### config.mk
export PLATFORM = sky130hd
export DESIGN_NAME = wb_write_arbiter_flat
export DESIGN_NICKNAME = d
export VERILOG_FILES = /design/src/rtl/wb_write_arbiter_if.sv /design/src/rtl/wb_write_arbiter.sv /design/src/flat_wrapper.sv
export SDC_FILE = /design/constraint.sdc
export NUM_CORES = 1
export LEC_CHECK = 0
export CELL_PAD_IN_SITES_DETAIL_PLACEMENT = 1
export CELL_PAD_IN_SITES_GLOBAL_PLACEMENT = 2
export CORE_MARGIN = 5
export CORE_UTILIZATION = 31
export DETAILED_ROUTE_END_ITERATION = 16
export GPL_TIMING_DRIVEN = 0
export PLACE_DENSITY_LB_ADDON = 0.2
export SYNTH_ARGS = -nofsm -noshare
export SYNTH_HDL_FRONTEND = slang
export SYNTH_SLANG_ARGS = --single-unit
### constraint.sdc
create_clock -name clock -period 1.8 [get_ports clock]
set_input_delay 0.54 -clock clock [delete_from_list [all_inputs] [get_ports clock]]
set_output_delay 0.54 -clock clock [all_outputs]
set_load 0.05 [all_outputs]
### src/rtl/wb_write_arbiter_if.sv
// rtl/wb_write_arbiter_if.sv - bus bundle between writeback sources, decode and the register-file write port
// Ports (slave = arbiter side):
//   pipeline writeback : pipe_we, pipe_rd, pipe_data in; pipe_stall out
//   mult/div handshake : md_valid, md_rd, md_data in; md_ready out
//   hazard lookup      : ctrl_readRegA/B in; hazard_A/B out
//   register file      : ctrl_writeEnable, ctrl_writeReg, data_writeReg out
interface wb_write_arbiter_if;
    logic        pipe_we;
    logic [4:0]  pipe_rd;
    logic [31:0] pipe_data;
    logic        pipe_stall;
    logic        md_valid;
    logic [4:0]  md_rd;
    logic [31:0] md_data;
    logic        md_ready;
    logic [4:0]  ctrl_readRegA;
    logic [4:0]  ctrl_readRegB;
    logic        hazard_A;
    logic        hazard_B;
    logic        ctrl_writeEnable;
    logic [4:0]  ctrl_writeReg;
    logic [31:0] data_writeReg;

    modport slave (
        input  pipe_we, pipe_rd, pipe_data, md_valid, md_rd, md_data,
               ctrl_readRegA, ctrl_readRegB,
        output pipe_stall, md_ready, hazard_A, hazard_B,
               ctrl_writeEnable, ctrl_writeReg, data_writeReg
    );

    modport master (
        output pipe_we, pipe_rd, pipe_data, md_valid, md_rd, md_data,
               ctrl_readRegA, ctrl_readRegB,
        input  pipe_stall, md_ready, hazard_A, hazard_B,
               ctrl_writeEnable, ctrl_writeReg, data_writeReg
    );
endinterface

### src/rtl/wb_write_arbiter.sv
// rtl/wb_write_arbiter.sv - merges pipeline and buffered mult/div results onto one register-file write port
// Ports:
//   clock        : rising-edge clock
//   ctrl_reset_n : asynchronous active-low reset
//   bus          : wb_write_arbiter_if.slave (pipe, mult/div, hazard and write-port signals)
// Pipe writes always win; mult/div results wait in a 2-entry FIFO, are squashed by
// younger pipe writes to the same rd, and force a pipe stall once the head ages out.
module wb_write_arbiter #(
    parameter int STARVE_LIMIT = 4
) (
    input  logic                 clock,
    input  logic                 ctrl_reset_n,
    wb_write_arbiter_if.slave    bus
);

    logic [1:0]  fifo_vld_q, fifo_vld_d;
    logic [4:0]  fifo_rd_q   [2];
    logic [4:0]  fifo_rd_d   [2];
    logic [31:0] fifo_data_q [2];
    logic [31:0] fifo_data_d [2];
    logic        head_q, head_d;
    logic        tail_q, tail_d;
    logic [1:0]  count_q, count_d;
    logic [3:0]  age_q, age_d;
    logic        out_we_q, out_we_d;
    logic [4:0]  out_reg_q, out_reg_d;
    logic [31:0] out_data_q, out_data_d;

    logic pipe_eff;
    logic md_acc;
    logic push;
    logic pop;
    logic hazard_a, hazard_b;

    assign pipe_eff = bus.pipe_we && (bus.pipe_rd != 5'd0);
    assign md_acc   = bus.md_valid && bus.md_ready;
    // A same-cycle md result to the pipe's rd is older than the pipe write, so it is dropped.
    assign push     = md_acc && (bus.md_rd != 5'd0) && !(pipe_eff && (bus.md_rd == bus.pipe_rd));
    // Pipe owns the port; the FIFO only drains in cycles the pipe leaves idle.
    assign pop      = !pipe_eff && (count_q != 2'd0);

    always_comb begin
        fifo_vld_d  = fifo_vld_q;
        fifo_rd_d   = fifo_rd_q;
        fifo_data_d = fifo_data_q;
        head_d      = head_q;
        tail_d      = tail_q;
        out_we_d    = 1'b0;
        out_reg_d   = out_reg_q;
        out_data_d  = out_data_q;

        if (pipe_eff) begin
            out_we_d   = 1'b1;
            out_reg_d  = bus.pipe_rd;
            out_data_d = bus.pipe_data;
            for (int i = 0; i < 2; i++) begin
                if (fifo_rd_q[i] == bus.pipe_rd) fifo_vld_d[i] = 1'b0;
            end
        end else if (pop) begin
            // A squashed head still costs its pop cycle but produces no write.
            if (fifo_vld_q[head_q]) begin
                out_we_d   = 1'b1;
                out_reg_d  = fifo_rd_q[head_q];
                out_data_d = fifo_data_q[head_q];
            end
            fifo_vld_d[head_q] = 1'b0;
            head_d             = ~head_q;
        end

        if (push) begin
            fifo_vld_d[tail_q]  = 1'b1;
            fifo_rd_d[tail_q]   = bus.md_rd;
            fifo_data_d[tail_q] = bus.md_data;
            tail_d              = ~tail_q;
        end

        count_d = 2'(count_q + {1'b0, push} - {1'b0, pop});

        if (pop || (count_q == 2'd0)) age_d = 4'd0;
        else if (age_q != 4'd15)      age_d = age_q + 4'd1;
        else                          age_d = age_q;
    end

    always_comb begin
        hazard_a = 1'b0;
        hazard_b = 1'b0;
        for (int i = 0; i < 2; i++) begin
            if (fifo_vld_q[i] && (fifo_rd_q[i] == bus.ctrl_readRegA)) hazard_a = 1'b1;
            if (fifo_vld_q[i] && (fifo_rd_q[i] == bus.ctrl_readRegB)) hazard_b = 1'b1;
        end
    end

    always_ff @(posedge clock or negedge ctrl_reset_n) begin
        if (!ctrl_reset_n) begin
            fifo_vld_q <= 2'b00;
            for (int i = 0; i < 2; i++) begin
                fifo_rd_q[i]   <= 5'd0;
                fifo_data_q[i] <= 32'd0;
            end
            head_q     <= 1'b0;
            tail_q     <= 1'b0;
            count_q    <= 2'd0;
            age_q      <= 4'd0;
            out_we_q   <= 1'b0;
            out_reg_q  <= 5'd0;
            out_data_q <= 32'd0;
        end else begin
            fifo_vld_q  <= fifo_vld_d;
            fifo_rd_q   <= fifo_rd_d;
            fifo_data_q <= fifo_data_d;
            head_q      <= head_d;
            tail_q      <= tail_d;
            count_q     <= count_d;
            age_q       <= age_d;
            out_we_q    <= out_we_d;
            out_reg_q   <= out_reg_d;
            out_data_q  <= out_data_d;
        end
    end

    assign bus.md_ready         = (count_q < 2'd2);
    assign bus.pipe_stall       = (age_q >= 4'(STARVE_LIMIT));
    assign bus.hazard_A         = (bus.ctrl_readRegA != 5'd0) && hazard_a;
    assign bus.hazard_B         = (bus.ctrl_readRegB != 5'd0) && hazard_b;
    assign bus.ctrl_writeEnable = out_we_q;
    assign bus.ctrl_writeReg    = out_reg_q;
    assign bus.data_writeReg    = out_data_q;

endmodule

### src/flat_wrapper.sv
// flat-port wrapper written by rule: the top's interface ports become plain ports
module wb_write_arbiter_flat 
#(
    parameter int STARVE_LIMIT = 4
)
  (clock, ctrl_reset_n, bus_pipe_we, bus_pipe_rd, bus_pipe_data, bus_md_valid, bus_md_rd, bus_md_data, bus_ctrl_readRegA, bus_ctrl_readRegB, bus_pipe_stall, bus_md_ready, bus_hazard_A, bus_hazard_B, bus_ctrl_writeEnable, bus_ctrl_writeReg, bus_data_writeReg);
  wb_write_arbiter_if bus_i ();
  input  logic clock;
  input  logic ctrl_reset_n;
  input wire logic [$bits(bus_i.pipe_we)-1:0] bus_pipe_we;
  input wire logic [$bits(bus_i.pipe_rd)-1:0] bus_pipe_rd;
  input wire logic [$bits(bus_i.pipe_data)-1:0] bus_pipe_data;
  input wire logic [$bits(bus_i.md_valid)-1:0] bus_md_valid;
  input wire logic [$bits(bus_i.md_rd)-1:0] bus_md_rd;
  input wire logic [$bits(bus_i.md_data)-1:0] bus_md_data;
  input wire logic [$bits(bus_i.ctrl_readRegA)-1:0] bus_ctrl_readRegA;
  input wire logic [$bits(bus_i.ctrl_readRegB)-1:0] bus_ctrl_readRegB;
  output wire logic [$bits(bus_i.pipe_stall)-1:0] bus_pipe_stall;
  output wire logic [$bits(bus_i.md_ready)-1:0] bus_md_ready;
  output wire logic [$bits(bus_i.hazard_A)-1:0] bus_hazard_A;
  output wire logic [$bits(bus_i.hazard_B)-1:0] bus_hazard_B;
  output wire logic [$bits(bus_i.ctrl_writeEnable)-1:0] bus_ctrl_writeEnable;
  output wire logic [$bits(bus_i.ctrl_writeReg)-1:0] bus_ctrl_writeReg;
  output wire logic [$bits(bus_i.data_writeReg)-1:0] bus_data_writeReg;
  assign bus_i.pipe_we = bus_pipe_we;
  assign bus_i.pipe_rd = bus_pipe_rd;
  assign bus_i.pipe_data = bus_pipe_data;
  assign bus_i.md_valid = bus_md_valid;
  assign bus_i.md_rd = bus_md_rd;
  assign bus_i.md_data = bus_md_data;
  assign bus_i.ctrl_readRegA = bus_ctrl_readRegA;
  assign bus_i.ctrl_readRegB = bus_ctrl_readRegB;
  assign bus_pipe_stall = bus_i.pipe_stall;
  assign bus_md_ready = bus_i.md_ready;
  assign bus_hazard_A = bus_i.hazard_A;
  assign bus_hazard_B = bus_i.hazard_B;
  assign bus_ctrl_writeEnable = bus_i.ctrl_writeEnable;
  assign bus_ctrl_writeReg = bus_i.ctrl_writeReg;
  assign bus_data_writeReg = bus_i.data_writeReg;
  wb_write_arbiter #(.STARVE_LIMIT(STARVE_LIMIT)) u_core (.clock(clock), .ctrl_reset_n(ctrl_reset_n), .bus(bus_i));
endmodule
# Yosys cells after proc, flatten, opt, wreduce, memory -nomap -nowiden
# Cells that the tools add are included.
[classes]
n_eq_ne = 8
n_reduce_logical = 29
addsub = 3
n_lt_le_gt_ge = 9
bitwise = 8
muxes = 38
[ops]
columns = ["op", "count"]
rows = [
  ["$mux W32", 7],
  ["$bwmux W64", 1],
  ["$eq A5 B5 Y1", 7],
  ["$mux W5", 7],
  ["$demux W32 S1", 1],
  ["$reduce_bool A5 Y1", 4],
  ["$logic_and A1 B1 Y1", 15],
  ["$mux W1", 13],
  ["$bwmux W10", 1],
  ["$mux W4", 2],
  ["$reduce_bool A2 Y1", 4],
  ["$mux W2", 3],
  ["$demux W5 S1", 1],
  ["$add A4 B1 Y4 const B", 1],
  ["$ge A2 B2 Y1 const B", 2],
  ["$ge A4 B3 Y1 const B", 1],
  ["$lt A1 B2 Y1 const B", 2],
  ["$ne A4 B4 Y1 const B", 1],
  ["$not A1 Y2", 2],
  ["$reduce_and A2 Y1", 2],
  ["$not A1 Y1", 3],
  ["$add A2 B1 Y2", 1],
  ["$and A2 B2 Y2", 1],
  ["$demux W1 S1", 2],
  ["9 further kinds", 11],
]
[totals]
in_bits = 88
regBits = 122
out_inout_bits = 42

# Longest topological paths before layout
[depth]
depth_word = 10
mapped_depth = 9

# Least setup slack after synthesis
# Ideal clock, no wire load.
[synth_timing]
path_type = "in2out"
start = "input port bus_ctrl_readRegA[0]"
end = "output port bus_hazard_A"
arrival_time_ns = 1.820
path_buffers = 0
required_ns = 1.260
path_stages = 4
path_slack_ns = -0.560
path_cell_list = "xor2_1 -> nor4_1 -> nand3_1 -> a21oi_1"
[synth_via]
elab_chain_len = 5
elab_cells_between_ends = 8
classes_between = "eq/ne (2); mux (2); reduce/logical (4)"
[synth_rtl]
columns = ["item", "line_no", "source"]
rows = [
  ["start: declaration", "flat_wrapper.sv:16", "input wire logic [$bits(bus_i.ctrl_readRegA)-1:0] bus_ctrl_readRegA;"],
  ["$eq A5 B5 Y1", "wb_write_arbiter.sv:88", "if (fifo_vld_q[i] && (fifo_rd_q[i] == bus.ctrl_readRegA)) hazard_a = 1'b1;"],
  ["$logic_and A1 B1 Y1", "wb_write_arbiter.sv:88", ""],
  ["$mux W1 (2 in series)", "wb_write_arbiter.sv:88", ""],
  ["$logic_and A1 B1 Y1 *", "wb_write_arbiter.sv:123", "assign bus.hazard_A = (bus.ctrl_readRegA != 5'd0) && hazard_a;"],
  ["end: declaration", "flat_wrapper.sv:20", "output wire logic [$bits(bus_i.hazard_A)-1:0] bus_hazard_A;"],
]
# Mark *: on every way between the ends. The rest lies on a longest branch, timed or not.

# Worst setup path in the final report
[layout_timing]
start = "input port bus_ctrl_readRegB[2]"
end = "output port bus_hazard_B"
[layout_via]
elab_chain_len = 5
elab_cells_between_ends = 8
classes_between = "eq/ne (2); mux (2); reduce/logical (4)"
[layout_rtl]
columns = ["item", "line_no", "source"]
rows = [
  ["start: declaration", "flat_wrapper.sv:17", "input wire logic [$bits(bus_i.ctrl_readRegB)-1:0] bus_ctrl_readRegB;"],
  ["$eq A5 B5 Y1", "wb_write_arbiter.sv:89", "if (fifo_vld_q[i] && (fifo_rd_q[i] == bus.ctrl_readRegB)) hazard_b = 1'b1;"],
  ["$logic_and A1 B1 Y1", "wb_write_arbiter.sv:89", ""],
  ["$mux W1 (2 in series)", "wb_write_arbiter.sv:89", ""],
  ["$logic_and A1 B1 Y1 *", "wb_write_arbiter.sv:124", "assign bus.hazard_B = (bus.ctrl_readRegB != 5'd0) && hazard_b;"],
  ["end: declaration", "flat_wrapper.sv:21", "output wire logic [$bits(bus_i.hazard_B)-1:0] bus_hazard_B;"],
]
# Marked as above.

==> flow_metrics.py <==
metrics = {
    "run_status": {
        "status": "finished with violations",
        "violations": "setup timing",
    },
    "detailed_routing": {
        "viasPerCell": 4.68,
        "num_vias": 4388,
        "ant_nets": 0,
        "drc": 0,
        "drt_iter0_drc": 139,
        "post_drt_wl_per_cell_um": 19.1,
        "routed_wl_mm": 17.9,
        "first_pass_iters": 4,
    },
    "setup_path": {
        "path_cells": "dlygate4sd2_1 -> xor2_1 -> nor4_2 -> nand3_1 -> a21oi_4 -> buf_6",
        "crit_required_ps": 1260,
        "crit_path_end_kind": "output port",
        "cp-start-kind": "input pin",
        "cpPeakStageDelay_ps": 340,
        "critPathKind": "in2out",
        "cp_max_fo": 3,
        "arrival_ps": 1870,
        "slowest_stage": "nor4_2",
        "reg2reg_slack_ps": 20,
    },
    "sta": {
        "fin_crit_sh_pct": 134,
        "fin_worst_skew_ps": 7.16,
        "rsz0062_at_grt": "true",
        "layout_setup_ws_ps": -609,
        "worst_slew_pin_slew_ps": 564,
        "timing.final.max_slew_violations": 0,
        "setup_viol": 69,
        "hold_violations": 0,
        "clock.fmax_mhz": 415,
        "period_needed_ps": 2410,
        "slew_headroom_pct": 62.4,
        "finalSetupTns_ps": -10790,
        "hold_ws_ps": 83.9,
    },
    "clock_tree": {
        "ctsHtreeMaxLevel": 4,
        "postCtsHoldBufs": 0,
        "numClockSinks": 122,
        "cts_buffers": 17,
        "cts_max_path_buffers": 2,
        "clkSlewWorstSetupHoldPaths_ps": 60,
        "clock_latency_ps": 420,
        "cts_tree": "built",
        "clock-root-buffer": "clkbuf_16",
    },
    "placed_design": {
        "portBuffers": 127,
        "gp_congestion": 0.819,
        "hpwl_mm": 12.1,
        "placed_cells": 866,
        "placed_area_um2": 7750,
        "pre_cts_ws_ps": -1580,
    },
    "yosys": {
        "synthFlopType": "dfrtp_1",
        "async_reset_ff_share_pct": 100,
        "ys_warn_count": 0,
        "syn_inst": 473,
        "synth-seq-cells": 122,
        "synth_area_leaders": "dfrtp_1 (51%), mux2_2 (14%), mux2_4 (9.4%), mux2i_1 (6.5%), o21ai_0 (3.5%)",
        "yosysTopAreaCell": "dfrtp_1",
        "synth_common_cells": "dfrtp_1 (122), mux2_2 (73), o21ai_0 (42), mux2i_1 (39), nand2_1 (39)",
        "synth_edf_count": 0,
        "yosysMostFrequentCell": "dfrtp_1",
        "synthesis.nets": 564,
        "ys_types": 32,
        "synth_seq_area_share_pct": 50.5,
        "synth_top_area_share_pct": 50.5,
        "synth.avg_cell_area_um2": 12.8,
        "syn_area_um2": 6040,
    },
    "power": {
        "leakagePower_nw": 4.05,
        "power_per_cell_area_nw_per_um2": 1800,
        "peakVddDrop_v": 0.000671,
    },
    "grt": {
        "grtUsageMet2_pct": 27.6,
        "grt.busiest_layer": "met2",
        "overflow": 0,
        "grt_pass1_wl_mm": 28.3,
        "grt_pass1_vias": 5039,
        "use_met1_pct": 20.8,
        "grt_usage_pct": 16.5,
        "grt_antenna_before_repair": 1,
        "met3_usage_pct": 4.42,
        "grt_max_degree": 68,
    },
    "cells_and_area": {
        "fin_cells": 937,
        "nets": 751,
        "drive_above_1_share_pct": 44.9,
        "n_fill_cell": 1967,
        "area_delta_synth_final_pct": 53.4,
        "final_area_um2": 9270,
        "antennaDiodeCount": 0,
    },
    "hold_path": {
        "holdCritPathClass": "in2async",
    },
    "floorplanning": {
        "core_area_um2": 19300,
        "ios": 130,
        "start_util_pct": 31.2,
        "die_y_um": 150,
        "die_area_um2": 22400,
        "rows": 51,
        "fp.dieW_um": 150,
    },
    "run": {
        "cap_viol_max_count": 0,
    },
}
metal layers:
metal	routed length (um)	share of wire [%]	vias to the layer above
met5	13	0.072	-
met4	350	2.0	2
met3	830	4.6	28
met2	8850	49	97
met1	7890	44	2220
li1	-	-	2041
where the power goes:
group / switching, mW / internal (mW)
Combinational: 3.94 / 4.21
Sequential: 0.819 / 4.05
Clock: 1.34 / 2.36
Total: 6.10 / 10.6
final cells by class:
class,count,area (um^2),area share [%]
sequential,122,3070,33.1
multi-input combinational,318,3040,32.8
timing repair buffer,172,1910,20.6
clock buffer,18,439,4.74
tap,265,332,3.58
buffer,23,269,2.90
clock inverter,13,194,2.09
inverter,6,22.5,0.243
repair_timing:
item / in CTS / in global routing
pin swaps: 20 / 17
gates resized for setup: 261 / 68
endpoints found under the setup margin: 164 / 112
setup buffers: 26 / 12
cloned: 5 / 3
cells in the final DEF (no fill, tap or decap), types with 4 or more instances in the layout:
cell type,n
bufinv_16,4
clkinv_4,5
dfrtp_2,10
o21ai_2,5
nand3_1,8
clkbuf_16,20
nor3_1,4
xnor2_1,15
mux2_4,41
inv_1,5
o21ai_0,15
dfrtp_1,112
buf_8,5
buf_12,11
mux2_2,70
mux2i_1,39
clkbuf_2,5
clkdlybuf4s50_1,65
nand2_1,38
buf_16,6
xor2_1,20
dlygate4sd2_1,12
o21ai_1,23
clkdlybuf4s15_2,40
buf_6,16
buf_4,26
critical path: cells and delay by family:
family / cells / cell delay (ps)
XOR/XNOR: 1 / 170
AND/OR/NAND/NOR: 2 / 530
buffers and inverters: 2 / 450
AO/OA/AOI/OAI: 1 / 180
flip-flops by register name, summed over array words and instances, names as in the netlist:
| name | flops |
|---|---|
| u_core.age_q | 4 |
| u_core.bus.ctrl_writeEnable | 1 |
| u_core.bus.ctrl_writeReg | 5 |
| u_core.bus.data_writeReg | 32 |
| u_core.count_q | 2 |
| u_core.fifo_data_q | 64 |
| u_core.fifo_rd_q | 10 |
| u_core.fifo_vld_q | 2 |
| u_core.head_q | 1 |
| u_core.tail_q | 1 |
cells by family (layout without fill, tap and decap cells):
kind of cell | count (synthesis) | count (layout) | synth area share [%]
mux | 150 | 150 | 29.5
compound gates | 54 | 54 | 5.30
fa+ha+maj | 3 | 3 | 0.621
simple gates | 71 | 71 | 5.34
buf+inv | 33 | 232 | 2.90
xor+xnor | 40 | 40 | 5.80
flops | 122 | 122 | 50.5
through the flow:
| stage | util, % | power (mW) |
|---|---|---|
| finish | 48.0 | 16.7 |
| global route | 48.0 | 17.7 |
| CTS | 46.6 | 16.6 |
| detailed placement | 40.1 | 12.1 |
| global placement | 39.9 | 11.9 |
| floorplan | - | 9.91 |
path summary, 6_finish.rpt:
path | from | to | cells past startpoint
max | bus_ctrl_readRegB[2] | bus_hazard_B | 6
min | ctrl_reset_n | u_core.bus.data_writeReg[30]$_DFFE_PN0P_ | 1
max reg2reg | u_core.count_q[1]$_DFF_PN0_ | u_core.count_q[1]$_DFF_PN0_ | 7
min reg2reg | u_core.fifo_data_q[3]$_DFFE_PN0P_ | u_core.fifo_data_q[3]$_DFFE_PN0P_ | 1
max in group asynchronous | ctrl_reset_n | u_core.bus.data_writeReg[8]$_DFFE_PN0P_ | 2
min in group clock | bus_pipe_rd[1] | u_core.bus.ctrl_writeReg[1]$_DFFE_PN0P_ | 3
No activity file was read; power rests on OpenSTA's default activity.
